### src/rtl/fibonacci_bcd_engine.sv
// Fibonacci engine: packed-BCD iteration count in, F(n) out in binary and packed BCD.
// Serial BCD->binary (Horner), tagged binary iteration, then double-dabble BCD conversion.
module fibonacci_bcd_engine #(
   parameter int IN_DIGITS  = 2,
   parameter int IW         = 7,
   parameter int OUT_DIGITS = 4,
   parameter int W          = 14
) (
   input  logic                    clk_i,
   input  logic                    reset_i,
   input  logic                    start_i,
   input  logic [4*IN_DIGITS-1:0]  iter_bcd_i,
   output logic                    ready_o,
   output logic                    done_o,
   output logic [IW-1:0]           iter_o,
   output logic [W-1:0]            fib_bin_o,
   output logic [4*OUT_DIGITS-1:0] fib_bcd_o,
   output logic                    overflow_o,
   output logic                    invalid_o
);

   // state   | meaning
   // IDLE    | ready for a request, start_i sampled
   // BCD2BIN | one input digit per cycle, MSD first
   // FIB     | one Fibonacci step per cycle until cnt reaches 0
   // BIN2BCD | one binary bit per cycle into the BCD shifter
   // DONE    | results updated, done_o pulse
   typedef enum logic [2:0] {
      IDLE    = 3'd0,
      BCD2BIN = 3'd1,
      FIB     = 3'd2,
      BIN2BCD = 3'd3,
      DONE    = 3'd4
   } state_t;

   localparam int BW  = 4*IN_DIGITS;
   localparam int OW  = 4*OUT_DIGITS;
   localparam int DCW = $clog2(IN_DIGITS + 1);
   localparam int BCW = $clog2(W + 1);

   function automatic logic [63:0] pow10(input int d);
      logic [63:0] r;
      r = 64'd1;
      for (int i = 0; i < d; i++) r = r * 64'd10;
      return r;
   endfunction

   localparam logic [63:0] DEC_LIMIT = pow10(OUT_DIGITS);
   localparam logic [63:0] BIN_MAX   = (64'd1 << W) - 64'd1;
   localparam bit          DEC_CHECK = (BIN_MAX >= DEC_LIMIT);

   state_t state_q, state_d;

   logic [BW-1:0]  bcd_in_q;
   logic [DCW-1:0] dig_cnt_q;
   logic [IW-1:0]  acc_q;
   logic           bad_digit_q;
   logic [IW-1:0]  cnt_q;
   logic [W-1:0]   t0_q, t1_q;
   logic           ovf0_q, ovf1_q;
   logic [W-1:0]   sh_q;
   logic [OW-1:0]  dab_q;
   logic [BCW-1:0] bit_cnt_q;

   logic [IW-1:0]   iter_q;
   logic [W-1:0]    fib_bin_q;
   logic [OW-1:0]   fib_bcd_q;
   logic            overflow_q;
   logic            invalid_q;

   logic [3:0]    digit;
   logic          bad_any;
   logic [IW-1:0] acc_next;
   logic [W:0]    fib_sum;
   logic [63:0]   t0_ext;
   logic          dec_ovf;
   logic [OW-1:0] dab_adj;
   logic [OW-1:0] dab_next;

   always_comb begin
      digit    = bcd_in_q[BW-1 -: 4];
      bad_any  = bad_digit_q | (digit > 4'd9);
      acc_next = (acc_q << 3) + (acc_q << 1) + IW'(digit);
      fib_sum  = {1'b0, t0_q} + {1'b0, t1_q};
      t0_ext   = 64'(t0_q);
      dec_ovf  = DEC_CHECK && (t0_ext >= DEC_LIMIT);
   end

   // Double-dabble correction: any nibble >= 5 would carry past 9 after the shift.
   always_comb begin
      dab_adj = dab_q;
      for (int i = 0; i < OUT_DIGITS; i++) begin
         if (dab_q[4*i +: 4] >= 4'd5) dab_adj[4*i +: 4] = dab_q[4*i +: 4] + 4'd3;
      end
      dab_next = (dab_adj << 1) | OW'(sh_q[W-1]);
   end

   always_ff @(posedge clk_i) begin
      if (reset_i) state_q <= IDLE;
      else         state_q <= state_d;
   end

   always_comb begin
      state_d = state_q;
      case (state_q)
         IDLE: begin
            if (start_i) state_d = BCD2BIN;
         end
         BCD2BIN: begin
            if (dig_cnt_q == '0) state_d = bad_any ? DONE : FIB;
         end
         FIB: begin
            if (cnt_q == '0) state_d = (ovf0_q || dec_ovf) ? DONE : BIN2BCD;
         end
         BIN2BCD: begin
            if (bit_cnt_q == '0) state_d = DONE;
         end
         DONE:    state_d = IDLE;
         default: state_d = IDLE;
      endcase
   end

   always_ff @(posedge clk_i) begin
      if (reset_i) begin
         bcd_in_q    <= '0;
         dig_cnt_q   <= '0;
         acc_q       <= '0;
         bad_digit_q <= 1'b0;
         cnt_q       <= '0;
         t0_q        <= '0;
         t1_q        <= '0;
         ovf0_q      <= 1'b0;
         ovf1_q      <= 1'b0;
         sh_q        <= '0;
         dab_q       <= '0;
         bit_cnt_q   <= '0;
         iter_q      <= '0;
         fib_bin_q   <= '0;
         fib_bcd_q   <= '0;
         overflow_q  <= 1'b0;
         invalid_q   <= 1'b0;
      end else begin
         case (state_q)
            IDLE: begin
               if (start_i) begin
                  bcd_in_q    <= iter_bcd_i;
                  dig_cnt_q   <= DCW'(IN_DIGITS - 1);
                  acc_q       <= '0;
                  bad_digit_q <= 1'b0;
               end
            end
            BCD2BIN: begin
               acc_q       <= acc_next;
               bad_digit_q <= bad_any;
               bcd_in_q    <= bcd_in_q << 4;
               if (dig_cnt_q != '0) begin
                  dig_cnt_q <= dig_cnt_q - DCW'(1);
               end else if (bad_any) begin
                  iter_q     <= acc_next;
                  fib_bin_q  <= '0;
                  fib_bcd_q  <= '0;
                  overflow_q <= 1'b0;
                  invalid_q  <= 1'b1;
               end else begin
                  cnt_q  <= acc_next;
                  t0_q   <= '0;
                  t1_q   <= W'(1);
                  ovf0_q <= 1'b0;
                  ovf1_q <= 1'b0;
               end
            end
            FIB: begin
               if (cnt_q != '0) begin
                  // ovf1 tags t1, ovf0 tags t0; a tag follows its value down the pair.
                  t0_q   <= t1_q;
                  t1_q   <= fib_sum[W-1:0];
                  ovf1_q <= fib_sum[W] | ovf0_q | ovf1_q;
                  ovf0_q <= ovf1_q;
                  cnt_q  <= cnt_q - IW'(1);
               end else if (ovf0_q) begin
                  iter_q     <= acc_q;
                  fib_bin_q  <= '1;
                  fib_bcd_q  <= {OUT_DIGITS{4'h9}};
                  overflow_q <= 1'b1;
                  invalid_q  <= 1'b0;
               end else if (dec_ovf) begin
                  iter_q     <= acc_q;
                  fib_bin_q  <= t0_q;
                  fib_bcd_q  <= {OUT_DIGITS{4'h9}};
                  overflow_q <= 1'b1;
                  invalid_q  <= 1'b0;
               end else begin
                  sh_q      <= t0_q;
                  dab_q     <= '0;
                  bit_cnt_q <= BCW'(W - 1);
               end
            end
            BIN2BCD: begin
               dab_q <= dab_next;
               sh_q  <= sh_q << 1;
               if (bit_cnt_q != '0) begin
                  bit_cnt_q <= bit_cnt_q - BCW'(1);
               end else begin
                  iter_q     <= acc_q;
                  fib_bin_q  <= t0_q;
                  fib_bcd_q  <= dab_next;
                  overflow_q <= 1'b0;
                  invalid_q  <= 1'b0;
               end
            end
            default: ;
         endcase
      end
   end

   assign ready_o    = (state_q == IDLE);
   assign done_o     = (state_q == DONE);
   assign iter_o     = iter_q;
   assign fib_bin_o  = fib_bin_q;
   assign fib_bcd_o  = fib_bcd_q;
   assign overflow_o = overflow_q;
   assign invalid_o  = invalid_q;

endmodule
### config.mk
export PLATFORM = sky130hd
export DESIGN_NAME = fibonacci_bcd_engine
export DESIGN_NICKNAME = d
export VERILOG_FILES = /design/src/rtl/fibonacci_bcd_engine.sv
export SDC_FILE = /design/constraint.sdc
export NUM_CORES = 1
export LEC_CHECK = 0
export BUFFER_PORTS_ARGS = -buffer_cell sky130_fd_sc_hd__buf_2
export CORE_ASPECT_RATIO = 0.8
export CORE_MARGIN = 8
export CORE_UTILIZATION = 60
export CTS_CLUSTER_DIAMETER = 60
export DETAILED_ROUTE_END_ITERATION = 7
export PLACE_DENSITY = 0.8
export REMOVE_ABC_BUFFERS = 1
export SETUP_SLACK_MARGIN = 0.4
export SYNTH_ARGS = -nofsm -noshare
export SYNTH_HDL_FRONTEND = slang
export SYNTH_SLANG_ARGS = --single-unit
### constraint.sdc
create_clock -name clk_i -period 3.92 [get_ports clk_i]
set_input_delay 0.588 -clock clk_i [delete_from_list [all_inputs] [get_ports clk_i]]
set_output_delay 0.588 -clock clk_i [all_outputs]
set_load 0.02 [all_outputs]
Word-level counts from Yosys, hierarchy flattened
Index checks and enable logic that the tools add are counted.
- register bits: 131
- output and inout port bits: 41
- word-level logic and storage cells: 161
- $add $sub $neg: 10
- magnitude comparators: 6
- equality and inequality tests: 19
- multiplexer cells: 85
- bitwise gates (word level): 4
- reductions and logical operators: 19
- operator list (cell ; count):
    2-to-1 mux 14 bit ; 15
    2-to-1 mux 16 bit ; 9
    one-hot mux 14 bit (2 select lines) ; 3
    2-to-1 mux 7 bit ; 10
    one-hot mux 16 bit (3 select lines) ; 1
    one-hot mux 14 bit (3 select lines) ; 1
    one-hot mux 16 bit (2 select lines) ; 1
    2-to-1 mux 4 bit ; 7
    != test 2 bit, second input constant ; 14
    one-hot mux 7 bit (2 select lines) ; 2
    2-to-1 mux 3 bit ; 7
    one-hot mux 7 bit (3 select lines) ; 1
    greater-or-equal comparator 4 x 3 -> 1 bit, second input constant ; 4
    2-to-1 mux 1 bit ; 16
    OR 16 x 1 -> 16 bit ; 1
    one-hot mux 8 bit (2 select lines) ; 1
    adder 14 x 14 -> 15 bit ; 1
    greater-or-equal comparator 14 bit, second input constant ; 1
    adder 4 x 2 -> 4 bit, second input constant ; 3
    one-hot mux 3 bit (4 select lines) ; 1
    AND reduction 4 bit ; 3
    2-to-1 mux 8 bit ; 1
    one-hot mux 4 bit (2 select lines) ; 1
    nonzero test 2 bit ; 4
    other kinds (28) ; 35

Depth between registers and ports, before layout
- depth in word-level cells: 5
- mapped depth: 10

Worst setup path after synthesis
OpenSTA, ideal clock, no wires.
- kind: register to register
- start: register bcd_in_q[7]
- end: register iter_q[5], in the netlist iter_o[5]
- arrival time: 2.062 ns
- required time: 3.786 ns
- slack: 1.724 ns
- stages on the path, launching flop included: 11
- path buffers: 0
- cell sequence: dfxtp_1 inv_1 fa_1 inv_1 ha_1 a21o_1 a21oi_1 xor2_1 nor2_1 a211oi_1 nor3_1
- word-level cells in the longest chain between the ends: 4
- elaborated cells between the ends (all ways): 8
- RTL lines (item ; RTL line ; text):
    start, declared ; 54 ; logic [BW-1:0] bcd_in_q;
    start signal, assigned ; 146 ; bcd_in_q <= iter_bcd_i;
    start signal, assigned ; 155 ; bcd_in_q <= bcd_in_q << 4;
    adder 7 x 4 -> 7 bit or > comparator 4 bit (tied branches) ; 83, 82 ;
    2-to-1 mux 7 bit or OR 1 bit (tied branches) ; 158, 82 ;
    2-to-1 mux 7 bit or != test 2 bit (tied branches) ; n/a ;
    one-hot mux 7 bit (3 select lines) or AND reduction 6 bit (tied branches) ; n/a ;
    end signal, assigned ; 159 ; iter_q <= acc_next;
    end signal, assigned ; 181 ; iter_q <= acc_q;
    end signal, assigned ; 187 ; iter_q <= acc_q;
    end, declared ; 65 ; logic [IW-1:0] iter_q;
Several ways; a longest one is shown, not always the timed one. The select of a mux whose other input is x is not followed.
A chain may end at the register's enable or synchronous reset.

Final worst setup path
- start: register state_q[0]
- end: register fib_bcd_q[4], in the netlist fib_bcd_o[4]
- word-level cells in the longest chain between the ends: 3
- elaborated cells between the ends (all ways): 11
- RTL lines (item ; RTL line ; text):
    start, declared ; 52 ; state_t state_q, state_d;
    start signal, assigned ; 100 ; else state_q <= state_d;
    equality test 3 x 2 -> 1 bit or equality test 3 x 1 -> 1 bit (tied branches) ; 143 ; case (state_q)
    != test 3 bit (no source line) (tied with other cells) ; n/a ;
    AND reduction 6 bit (no source line) ; n/a ;
    end signal, assigned ; 183 ; fib_bcd_q <= {OUT_DIGITS{4'h9}};
    end signal, assigned ; 189 ; fib_bcd_q <= {OUT_DIGITS{4'h9}};
    end signal, assigned ; 206 ; fib_bcd_q <= dab_next;
    end, declared ; 67 ; logic [OW-1:0] fib_bcd_q;
Several ways; a longest one is shown, not always the timed one.

==> metrics.md <==
| Metric | Value |
|---|---|
| Status | complete, no violations |
| Post-synth EDFFs | 0 |
| WL final | 16930 um |
| Initial antenna violation count | 0 |
| Clk_lat worst skew | approximately 0.42 ns |
| Avg Cell Area, Syn | a little over 8 um2 |
| IO Pins | 52 |
| Detail Route Antenna Nets | 0 |
| Clock skew | between 0.01 and 0.015 ns |
| Number of DRC markers in iteration 0 | between 500 and 600 |
| Full die area | 0.01459 mm2 |
| Yosys top cell area share | 0.3987 |
| Worst-Margin Slew | 1.050 ns |
| Largest net degree at the start of global routing | 49 |
| Gp weighted congestion | ~0.9 |
| RSZ-0062 raised after global routing | false |
| Period minus WS final | approximately 3.1 ns |
| Synth warn | 0 |
| Setup WS pre-CTS | between 0.9 and 1 ns |
| Area contributors post-synth | dfxtp_1 (40%), nor2_1 (6.8%), ha_1 (6.5%), nand2_1 (6.2%), a21oi_1 (4.7%) |
| Sequential area share after synthesis | 0.3987 |
| HPWL after DPL | around 11000 um |
| Leakage Power | 2.840 nW |
| Area Growth Syn to Fin | 13.26% |
| Worst r2r path cells | 7 |
| Top-count cell post-synth | dfxtp_1 |
| Slew HR | 0.2953 |
| Peak VDD IR | 0.4414 mV |
| Hold WS | approximately 0.41 ns |
| Post-CTS setup buffers | 0 |
| CTS clk-pin slew, worst paths | 0.06 ns |
| Count of cell types in the netlist | 66 |
| First-pass GRT wire length | 28180 um |
| Port bufs | 51 |
| Fmax | 319.8 MHz |
| Routed WL per cell | 17.08 um |
| Commonest cells in the synthesized netlist | dfxtp_1 (131), nor2_1 (119), nand2_1 (109) |
| Max Root-Sink Buffers | 2 |
| # diodes | 0 |
| Hold buffers post-CTS | 0 |
| TritonCTS clock tree | done |
| Core Rows | 34 |
| Data required, critical path | 4.25 ns |
| Post-cts resize count | 0 |
| Placed cells | 959 |
| Worst hold path class | input port to flip-flop |
| Final WS setup | 0.7935 ns |
| PD cells | about 600 mW/mm2 |
| Crit path kind | flip-flop to flip-flop |
| Final hold violations | 0 |
| Grt total ovfl | 0 |
| Total GRT Usage | 0.2358 |
| Async SR Flop Fraction | 0 |
| Fin crit share | 0.7976 |
| Setup crit end kind | flip-flop |
| Hold depth | 3 |
| Final setup violating endpoints | 0 |
| Root Driver | clkbuf_16 |
| Layout Cells excl Fill | just under 1000 |
| TritonCTS Sinks | 131 |
| CP arrival | between 3 and 4 ns |
| Maxcap violations | 0 |
| Total CTS buffers | 17 |
| Layout cells sized above 1 | 0.1393 |
| DRC | 0 |
| Nets | 882 |
| Final TNS setup | 0 ns |
| Post-Syn Area | ~0.0066 mm2 |
| Die width | 133.1 um |
| Core Area | 0.01076 mm2 |
| Ys flop type | dfxtp_1 |
| Slew Viols, Final | 0 |
| Initial Utilization | 0.6111 |
| Vias per cell | 6.075 |
| Cells after Synth | 803 |
| Biggest area consumer among synthesized cells | dfxtp_1 |
| Overall Power | 4.504 mW |
| Crit Path Max Fanout | 27 |
| Drt first pass iters | 6 |
| FF+latch count, synth | 131 |
| Detailed-route via count | 6020 |
| H-tree Lvls | 4 |
| Die height | about 110 um |
| Vias in the first global route | 5831 |
| Critical path startpoint category | flip-flop |
==> logic make-up (layout without fill, tap and decap cells) <==
logic type | after synthesis | after routing | share of synthesized area
adder cells (fa/ha/maj) | 37 | 37 | 0.07381
AND/OR/NAND/NOR | 331 | 331 | 0.2256
flip-flops | 131 | 131 | 0.3987
XOR/XNOR | 21 | 21 | 0.02796
multiplexers | 3 | 3 | 0.004566
buffers and inverters | 77 | 121 | 0.05117
AO/OA/AOI/OAI | 203 | 203 | 0.2182
==> per-layer routing <==
metal	vias to the layer above	track usage	routed length, um
met5	-	0	0
met4	0	0.08973	239
met3	26	0.05434	1332
met2	268	0.3875	7932
met1	2827	0.2989	7423
li1	2899	-	-
==> state kept, by name, summed over array words and instances, names as in the netlist, 2 cells and up <==
register,count
acc_q,7
bcd_in_q,8
bit_cnt_q,4
cnt_q,7
dab_q,16
dig_cnt_q,2
fib_bcd_o,16
fib_bin_o,14
iter_o,7
sh_q,14
state_q,3
t0_q,14
t1_q,14
==> stage by stage <==
step,util,area (um2)
global placement,0.6375,6862
global route,0.6922,7450
detailed placement,0.6375,6862
finish,0.6922,7450
CTS,0.6922,7450
floorplan,-,6346
==> critical path, cell delays in order (launching register included) <==
cell and delay [ns]:
dfxtp_1 0.64, or3b_1 0.59, a31o_1 0.40, nand3_2 0.17
a31oi_4 0.50, buf_4 0.42, nor2_1 0.08, a311oi_1 0.23
==> where the power goes <==
group          internal, mW  switching, mW  leakage (nW)  total, mW
clock                 0.969          0.600         0.278       1.57
combinational         0.411          0.869          1.50       1.28
sequential             1.50          0.150          1.06       1.65
total                  2.88           1.62          2.84       4.50
==> final cells by class <==
cell class                      count  area [um2]
Fill cell                         838        3313
Multi-Input combinational cell    595        3621
Sequential cell                   131        2623
Tap cell                          144       180.2
Clock buffer                       20       456.7
Clock inverter                     12       131.4
Inverter                           28       105.1
Timing Repair Buffer               61       332.8
==> path summary, 6_finish.rpt <==
| check | end | slack (ns) | from |
|---|---|---|---|
| setup / recovery | fib_bcd_o[4]$_SDFFE_PP0P_ | 0.79 | state_q[0]$_SDFFE_PP0P_ |
| hold / removal | bcd_in_q[2]$_SDFFE_PP0P_ | 0.41 | iter_bcd_i[2] |
| setup reg to reg | fib_bcd_o[4]$_SDFFE_PP0P_ | 0.79 | state_q[0]$_SDFFE_PP0P_ |
| hold reg to reg | fib_bcd_o[7]$_SDFFE_PP0P_ | 0.45 | fib_bcd_o[7]$_SDFFE_PP0P_ |
==> cells in the final DEF (no fill, tap or decap), types with 20 or more instances in the layout <==
cell,n
dfxtp_1,131
nor2_1,119
nand2_1,109
a21oi_1,62
buf_2,50
ha_1,34
inv_1,28
nand3_1,28
o21ai_0,25
a311oi_1,20
No activity file was read; power rests on OpenSTA's default activity.
